## src/rtl/intc_prio.sv

```systemverilog
// 8-line priority interrupt controller: edge capture, masked pending, in-service nesting, vector address.
// Optional macro INTC_SYNC_EN inserts a 2-flop synchroniser on every irq_in bit.
module intc_prio #(
    parameter int                ADDR_W     = 10,
    parameter logic [ADDR_W-1:0] VEC_BASE   = 10'h3F0,
    parameter int                VEC_STRIDE = 2
) (
    input  logic              clk,
    input  logic              reset,
    input  logic [7:0]        irq_in,
    input  logic              mask_we,
    input  logic [7:0]        mask_in,
    input  logic [7:0]        s_calli,
    input  logic [7:0]        s_reti,
    input  logic              lost_clr,
    output logic [7:0]        max_bit_s,
    output logic [7:0]        max_bit_a,
    output logic [ADDR_W-1:0] vec_addr,
    output logic [7:0]        pending,
    output logic [7:0]        irq_lost
);

    logic [7:0]        irq_s;
    logic [7:0]        irq_q_r;
    logic [7:0]        pend_r;
    logic [7:0]        isr_r;
    logic [7:0]        lost_r;
    logic [7:0]        mask_r;

    logic [7:0]        edge_s;
    logic [7:0]        pend_nxt_s;
    logic [7:0]        isr_nxt_s;
    logic [7:0]        lost_nxt_s;
    logic [7:0]        mask_nxt_s;
    logic [7:0]        req_s;
    logic [7:0]        hp_s;
    logic [7:0]        act_s;
    logic [7:0]        sel_s;
    logic [2:0]        sel_idx_s;
    logic [ADDR_W-1:0] vec_s;

    // One-hot of the most significant set bit; zero when nothing is set.
    function automatic logic [7:0] msb_onehot(input logic [7:0] v);
        logic [7:0] r;
        r = 8'h00;
        for (int i = 0; i < 8; i++) begin
            if (v[i]) begin
                r = 8'h01 << i;
            end else begin
                r = r;
            end
        end
        return r;
    endfunction

    // Bit index of a one-hot vector; zero for an all-zero vector.
    function automatic logic [2:0] onehot_index(input logic [7:0] v);
        logic [2:0] r;
        r = 3'd0;
        for (int i = 0; i < 8; i++) begin
            if (v[i]) begin
                r = 3'(i);
            end else begin
                r = r;
            end
        end
        return r;
    endfunction

`ifdef INTC_SYNC_EN
    logic [7:0] sync1_r;
    logic [7:0] sync2_r;

    // Two-stage synchroniser for asynchronous interrupt lines.
    always_ff @(posedge clk or negedge reset) begin
        if (!reset) begin
            sync1_r <= 8'h00;
            sync2_r <= 8'h00;
        end else begin
            sync1_r <= irq_in;
            sync2_r <= sync1_r;
        end
    end

    assign irq_s = sync2_r;
`else
    assign irq_s = irq_in;
`endif

    // Next-state for pending/in-service/lost/mask and the priority selection.
    always_comb begin
        edge_s     = irq_s & ~irq_q_r;
        // A fresh edge beats a same-cycle call so the new request survives.
        pend_nxt_s = (pend_r & ~s_calli) | edge_s;
        if (lost_clr) begin
            lost_nxt_s = edge_s & pend_r;
        end else begin
            lost_nxt_s = lost_r | (edge_s & pend_r);
        end
        isr_nxt_s  = (isr_r & ~s_reti) | s_calli;
        if (mask_we) begin
            mask_nxt_s = mask_in;
        end else begin
            mask_nxt_s = mask_r;
        end

        req_s = pend_r & mask_r;
        hp_s  = msb_onehot(req_s);
        act_s = msb_onehot(isr_r);
        // Only a strictly higher request pre-empts the active line.
        if (hp_s > act_s) begin
            sel_s = hp_s;
        end else begin
            sel_s = act_s;
        end
        sel_idx_s = onehot_index(sel_s);
        vec_s     = VEC_BASE + ADDR_W'(sel_idx_s) * ADDR_W'(VEC_STRIDE);
    end

    // Controller state registers.
    always_ff @(posedge clk or negedge reset) begin
        if (!reset) begin
            irq_q_r <= 8'h00;
            pend_r  <= 8'h00;
            isr_r   <= 8'h00;
            lost_r  <= 8'h00;
            mask_r  <= 8'hFF;
        end else begin
            irq_q_r <= irq_s;
            pend_r  <= pend_nxt_s;
            isr_r   <= isr_nxt_s;
            lost_r  <= lost_nxt_s;
            mask_r  <= mask_nxt_s;
        end
    end

    assign max_bit_s = sel_s;
    assign max_bit_a = act_s;
    assign vec_addr  = vec_s;
    assign pending   = pend_r;
    assign irq_lost  = lost_r;

endmodule

```

## config.mk

```make
export PLATFORM = sky130hd
export DESIGN_NAME = intc_prio
export DESIGN_NICKNAME = d
export VERILOG_FILES = /design/src/rtl/intc_prio.sv
export SDC_FILE = /design/constraint.sdc
export NUM_CORES = 1
export LEC_CHECK = 0
export ABC_CLOCK_PERIOD_IN_PS = 3100
export CAP_MARGIN = 20
export CORE_ASPECT_RATIO = 0.7
export CORE_MARGIN = 8
export CORE_UTILIZATION = 39
export CTS_CLUSTER_SIZE = 8
export DETAILED_ROUTE_END_ITERATION = 8
export GPL_ROUTABILITY_DRIVEN = 0
export PLACE_DENSITY = 0.76
export SLEW_MARGIN = 20
export SYNTH_ARGS = -nofsm -noshare
export SYNTH_HDL_FRONTEND = slang
export SYNTH_SLANG_ARGS = --single-unit
```

## constraint.sdc

```tcl
create_clock -name clk -period 3.1 [get_ports clk]
set_input_delay 0.62 -clock clk [delete_from_list [all_inputs] [get_ports clk]]
set_output_delay 0.62 -clock clk [all_outputs]
set_load 0.02 [all_outputs]
```

; Word-level counts from Yosys, hierarchy flattened
; Cells that the tools add are included.
[word_totals]
ff_bits = 40
[classes]
n_bitwise = 11
addsub = 1
n_mux = 25
magnitude_cmp = 1
[ops]
columns = cell, count
row1 = $mux 8, 16
row2 = $and 8x8->8, 5
row3 = $not 8->8, 3
row4 = $or 8x8->8, 3
row5 = $mux 3, 6
row6 = $gt 8x8->1, 1
row7 = $add 5x5->6 const A, 1
row8 = $mux 1, 3

; Longest topological paths before layout
; Gate-level depths: netlist of run 1.
[logic_depth]
ltp_word = 19
depth_mapped = 10
depth_no_buf = 9

; Worst setup path before layout of run 1
; OpenSTA, ideal clock, no wires.
[synth_path]
path_kind = reg-to-output
start = register pend_r[6] (netlist: pending[6])
end = output port max_bit_s[0]
t_required_ns = 2.480
stages_incl_launch_ff = 11
slack_ns = -0.283
t_arrival_ns = 2.763
path_cell_list = dfrtp_1 -> a222oi_1 -> and3_1 -> and4_4 -> ha_1 -> nor2b_1 -> o211ai_1 -> a21oi_1 -> o31ai_2 -> buf_6 -> mux2i_1
[synth_between]
elab_chain_cells = 5
[synth_lines]
columns = element, line_no
row1 = from (decl), 25  ; logic [7:0] pend_r;
row2 = from (signal assigned), 130  ; pend_r <= pend_nxt_s;
row3 = $and 8x8->8 *, 107  ; req_s = pend_r & mask_r;
row4 = $mux 8 * (2 in a row), 47  ; if (v[i]) begin
row5 = $gt 8x8->1, 111  ; if (hp_s > act_s) begin
row6 = $mux 8 *, 111
row7 = to (decl), 16  ; output logic [7:0] max_bit_s,
; Every way passes the cells marked *; elsewhere a longest branch is shown, timed or not.

; Final worst setup path of run 1
[layout_path]
start = register pend_r[6] (netlist: pending[6])
end = output port max_bit_s[4]
; The elaborated chain is that of the path after synthesis.

==> flow_metrics.tcl, run 1 <==
set metrics [dict create \
    setup_violations 11 \
    start_util_pct 39.4 \
    ys_ff_latch 40 \
    power_frac_clock_pct 25.1 \
    p_int_mw 1.02 \
    cp_data_arrival_time_ns 3.05 \
    layout_common_cells "58 x clkdlybuf4s50_1, 54 x buf_4, 43 x inv_1" \
    wl_per_cell_um 14.3 \
    crit_start "pending[6]" \
    clockBufferDepth 2 \
    synth_flop_cell "dfrtp_1" \
    n_fill_cell 431 \
    drcViolationCount 0 \
    die_h_um 76 \
    grt-ovfl-total 0 \
    cp_max_fo 6 \
    hp-class "input pin to asynchronous set/reset pin" \
    clock_sinks 40 \
    grt_pass1_vias 1831 \
    fmax_mhz 272 \
    grt_pass1_wl_um 8860 \
    worst_pin_slew_ns 0.862 \
    switching_share_pct 29.5 \
    stdcell_count 384 \
    drive_above_1_share_pct 33.3 \
    mostFrequentLayoutCell "clkdlybuf4s50_1" \
    status "finished, violations left" \
    syn_area_per_cell_um2 10.5 \
    drt_iter0_markers 77 \
    power_frac_seq_pct 41.3 \
    firstDrtPassIters 4 \
    worst_slack_ns -0.574 \
    cp-start-kind "flip-flop" \
    ctsHtreeMaxLevel 2 \
    place_ws_ns -0.755 \
    drv_cap 0 \
    rows 22 \
    insertion_delay_ns 0.29 \
    crit_required_ns 2.48 \
    powerDensity_mw_per_mm2 440 \
    coreArea_mm2 0.00509 \
    rsz0062_at_grt "true" \
    synth_edf_count 0 \
    ys_seq_area_share_pct 50.4 \
    slew_viol_final 0 \
    cts_made_buffers 5 \
    ir_worst_vdd_mv 0.240 \
    diodes 0 \
    violations "negative setup slack" \
    cts_tree "done" \
    p_sw_mw 0.425 \
    setup_tns_ns -6.07 \
    area_growth_pct 63.4 \
    place_inst 374 \
    wirelength_um 5500 \
    crit_type "flip-flop to output pin" \
    io_pins 78 \
    hold_ws_ns 0.441 \
    reg2reg_from "pending[3]" \
    yosysWarnings 0 \
    avgViaCountPerCell 4.54 \
    period_needed_ns 3.67 \
    endpoint_kind "output pin" \
    grt_usage_pct 14.5 \
    fin_util_pct 64.4 \
    ys_types 36 \
    nNetsFinal 355 \
    power_frac_comb_pct 33.6 \
    skew_ns 0.00301 \
    leakagePower_nw 1.61 \
    root_buffer "clkbuf_8" \
    ant_nets 0 \
    postSynth.asyncResetShare_pct 100 \
    relSlewSlack_pct 42.6 \
    clk_pin_slew_worst_paths_ns 0.08 \
    finalHoldViolCount 0 \
    syn-instance-count 191 \
    hpwl_um 4540 \
    fp.dieW_um 102 \
    period_share_pct 119 \
    synth_area_mm2 0.00201 \
    dieArea_mm2 0.00773 \
    vias 1744 \
    grt_max_degree 41 \
    portBuffers 70 \
    antenna_found_initial 0 \
]
## area by class of cell
type / instances / area, µm² / share of cell area, %
repair buffers: 119 / 1070 / 32.7
flip-flops and latches: 40 / 1010 / 30.9
multi-input cells: 102 / 843 / 25.7
inverters: 43 / 161 / 4.92
well taps: 72 / 90.1 / 2.75
clock buffers: 6 / 82.6 / 2.52
clock inverters: 2 / 15.0 / 0.458
## worst max-delay path: stages, from the launching register on
cell and delay, ns:
dfrtp_2 0.41, a222oi_1 0.41, and3_1 0.25, and4_4 0.23
ha_4 0.20, nor2b_4 0.11, o211ai_1 0.16, a21oi_1 0.10
o31ai_2 0.21, buf_4 0.24, mux2_4 0.32, buf_6 0.13
## synth_stat cells, types with 4 or more instances
master / number / area (µm²)
inv_1: 43 / 161
dfrtp_1: 32 / 801
mux2_2: 12 / 135
buf_4: 8 / 60.1
dfstp_2: 8 / 210
ha_1: 8 / 100
nand2_1: 8 / 30.0
o22ai_1: 8 / 50.1
o32ai_1: 8 / 70.1
mux2i_1: 7 / 70.1
a21o_1: 6 / 45.0
nand3_1: 6 / 30.0
a21oi_1: 4 / 20.0
nor2_1: 4 / 15.0
## registers in the layout, indices dropped and copies added, names as in the netlist
signal,flops
irq_lost,8
irq_q_r,8
mask_r,8
pending,8
isr_r,8
## stage by stage
stage	power, mW	cell area, µm²
2_1_floorplan	0.840	2090
3_3_place_gp	1.07	3160
3_5_place_dp	1.08	3160
4_1_cts	1.48	3290
5_1_grt	1.52	3280
6_report	1.44	3280
## timing repair
item / in CTS / in global routing
cloned: 1 / 0
hold buffers: 0 / 0
pin swaps: 6 / 5
endpoints found under the setup margin: 11 / 11
resized for setup: 61 / 2
buffers inserted: 1 / 1
## path summary, 6_finish.rpt
path,cells after the start,to,slack [ns]
worst max register to register,3,irq_lost[3],2.17
worst min register to register,1,pending[3],0.46
max in group asynchronous,1,pending[6],2.07
worst max-delay path,11,max_bit_s[4],-0.57
min in group clk,1,pending[3],0.46
worst min-delay path,1,irq_q_r[4],0.44
## power groups by stage
stage          combinational, mW  sequential [mW]  clock (mW)
2_1_floorplan              0.209            0.631           0
3_3_place_gp               0.466            0.604           0
3_5_place_dp               0.471            0.606           0
4_1_cts                    0.508            0.596       0.375
5_1_grt                    0.522            0.600       0.402
6_report                   0.484            0.596       0.362
## cells by family (layout without fill, tap and decap cells)
| family | after synthesis | in the layout | synth area share (%) |
|---|---|---|---|
| AOI/OAI and AO/OA | 35 | 35 | 12.9 |
| adders and majority gates | 8 | 8 | 4.99 |
| buffers and inverters | 54 | 170 | 12.0 |
| DFF | 40 | 40 | 50.4 |
| muxes | 19 | 19 | 10.2 |
| other | 2 | 7 | 0.374 |
| and+or+nand+nor | 33 | 33 | 9.17 |
## metal layers
metal	wire length, µm	up-vias	global-route usage (%)
met4	44	0	4.00
met1	2560	804	19.1
li1	-	876	-
met3	425	5	4.47
met5	0	-	0
met2	2470	59	22.0
(Power assumes the default switching activity.)
==> run 2, diff against run 1 <==
--- a/config.mk
+++ b/config.mk
@@ -13,7 +13,7 @@
 export CTS_CLUSTER_SIZE = 8
 export DETAILED_ROUTE_END_ITERATION = 8
 export GPL_ROUTABILITY_DRIVEN = 0
-export PLACE_DENSITY = 0.76
+export PLACE_DENSITY = 0.82
 export SLEW_MARGIN = 20
 export SYNTH_ARGS = -nofsm -noshare
 export SYNTH_HDL_FRONTEND = slang
==> run 2 against run 1 <==
The run still ends with negative setup slack left. Sequential power is essentially flat. Critical endpoint unchanged. Design area increased by 1.8%. Clock skew is 0.0045 ns higher. Register-to-register slack lost 0.05 ns.
==> flow_metrics.tcl, run 2 (same netlist as run 1, synthesis figures left out) <==
set metrics [dict create \
    ctsHtreeMaxLevel 2 \
    cp-start-kind "flip-flop" \
    n_fill_cell 408 \
    crit_required_ns 2.48 \
    place_inst 376 \
    drive_above_1_share_pct 35.2 \
    clock_sinks 40 \
    area_growth_pct 66.4 \
    grt_pass1_vias 1990 \
    period_share_pct 122 \
    insertion_delay_ns 0.29 \
    diodes 0 \
    clk_pin_slew_worst_paths_ns 0.08 \
    rows 22 \
    avgViaCountPerCell 4.71 \
    relSlewSlack_pct 43.4 \
    setup_tns_ns -7.08 \
    nNetsFinal 358 \
    clockBufferDepth 2 \
    cts_made_buffers 5 \
    cts_hold_buf 0 \
    die_h_um 76 \
    finalHoldViolCount 0 \
    worst_pin_slew_ns 0.849 \
    drt_iter0_markers 92 \
    fmax_mhz 263 \
    portBuffers 70 \
    worst_slack_ns -0.695 \
    powerDensity_mw_per_mm2 466 \
    root_buffer "clkbuf_8" \
    cp_data_arrival_time_ns 3.18 \
    use_met2_pct 26.1 \
    grt-ovfl-total 0 \
    endpoint_kind "output pin" \
    hold_ws_ns 0.434 \
    start_util_pct 39.4 \
    mostFrequentLayoutCell "clkdlybuf4s50_1" \
    drv_cap 0 \
    setup_violations 11 \
    use_met1_pct 19.4 \
    slew_viol_final 0 \
    cts_tree "done" \
    coreArea_mm2 0.00509 \
    grt_busiest_layer "met2" \
    hpwl_um 4770 \
    ir_worst_vdd_mv 0.326 \
    gr-usage-met3_pct 4.74 \
    rsz0062_at_grt "true" \
    layout_common_cells "58 x clkdlybuf4s50_1, 57 x buf_4, 42 x inv_1" \
    ant_nets 0 \
    antenna_found_initial 0 \
    drcViolationCount 0 \
    crit_type "flip-flop to output pin" \
    grt_max_degree 41 \
    period_needed_ns 3.80 \
    io_pins 78 \
    hp-class "input pin to asynchronous set/reset pin" \
    vias 1822 \
    status "finished, violations left" \
    grt_usage_pct 15.9 \
    dieArea_mm2 0.00773 \
    stdcell_count 387 \
    wl_per_cell_um 15.2 \
    wirelength_um 5870 \
    leakagePower_nw 1.64 \
    cp_max_fo 8 \
    fp.dieW_um 102 \
    skew_ns 0.00750 \
    grt_pass1_wl_um 9760 \
    violations "negative setup slack" \
    firstDrtPassIters 4 \
]
[run 2: stage by stage]
stage	area (µm²)	total power [mW]	utilization, %	setup WS, ns
after detailed placement	3160	1.08	62.1	-0.851
final	3340	1.55	65.5	-0.695
after floorplan	2090	0.840	-	-0.180
after CTS	3320	1.55	65.1	-0.750
after global routing	3340	1.63	65.5	-0.750
after global placement	3160	1.06	62.1	-0.654
[run 2: critical path, stage by stage (launching register included)]
cell and delay [ns]:
dfrtp_2 0.41, a222oi_1 0.37, buf_4 0.20, and3_4 0.17
and4_4 0.22, ha_4 0.20, nor2b_4 0.12, o211ai_1 0.21
a21oi_2 0.11, o31ai_4 0.21, buf_6 0.21, mux2_4 0.32
buf_6 0.13
[run 2: layer usage]
metal	up-vias	routed length (µm)
met5	-	0
met4	0	68
met3	8	450
met2	67	2860
met1	866	2500
li1	881	-
[run 2: repair_timing]
action / CTS / global route
setup buffers: 2 / 1
setup endpoints to repair: 11 / 11
resized for setup: 65 / 3
pin swaps: 6 / 5
endpoints found under the hold margin: 0 / 0
[run 2: final timing paths]
kind | start | endpoint | slack (ns) | depth (start not counted)
worst max-delay path | pending[6] | max_bit_s[4] | -0.70 | 12
worst min-delay path | reset | irq_lost[0] | 0.43 | 1
worst max register to register | pending[6] | irq_lost[6] | 2.12 | 3
worst min register to register | irq_q_r[7] | pending[7] | 0.45 | 1
max in group asynchronous | reset | pending[6] | 2.08 | 1
min in group clk | irq_q_r[7] | pending[7] | 0.45 | 1
[run 2: layout make-up]
class	instances	area [µm²]	share of cell area, %
clock buffer	7	96.3	2.89
clock inverter	1	30.0	0.900
inverter	43	161	4.84
multi-input combinational	102	865	25.9
sequential	40	1010	30.4
tap	72	90.1	2.70
timing repair buffer	122	1080	32.4
[run 2: power by group]
| part | leakage, nW | internal, mW | switching, mW |
|---|---|---|---|
| Sequential | 0.464 | 0.571 | 0.0253 |
| Combinational | 1.11 | 0.267 | 0.228 |
| Clock | 0.0645 | 0.284 | 0.178 |
| Total | 1.64 | 1.12 | 0.431 |
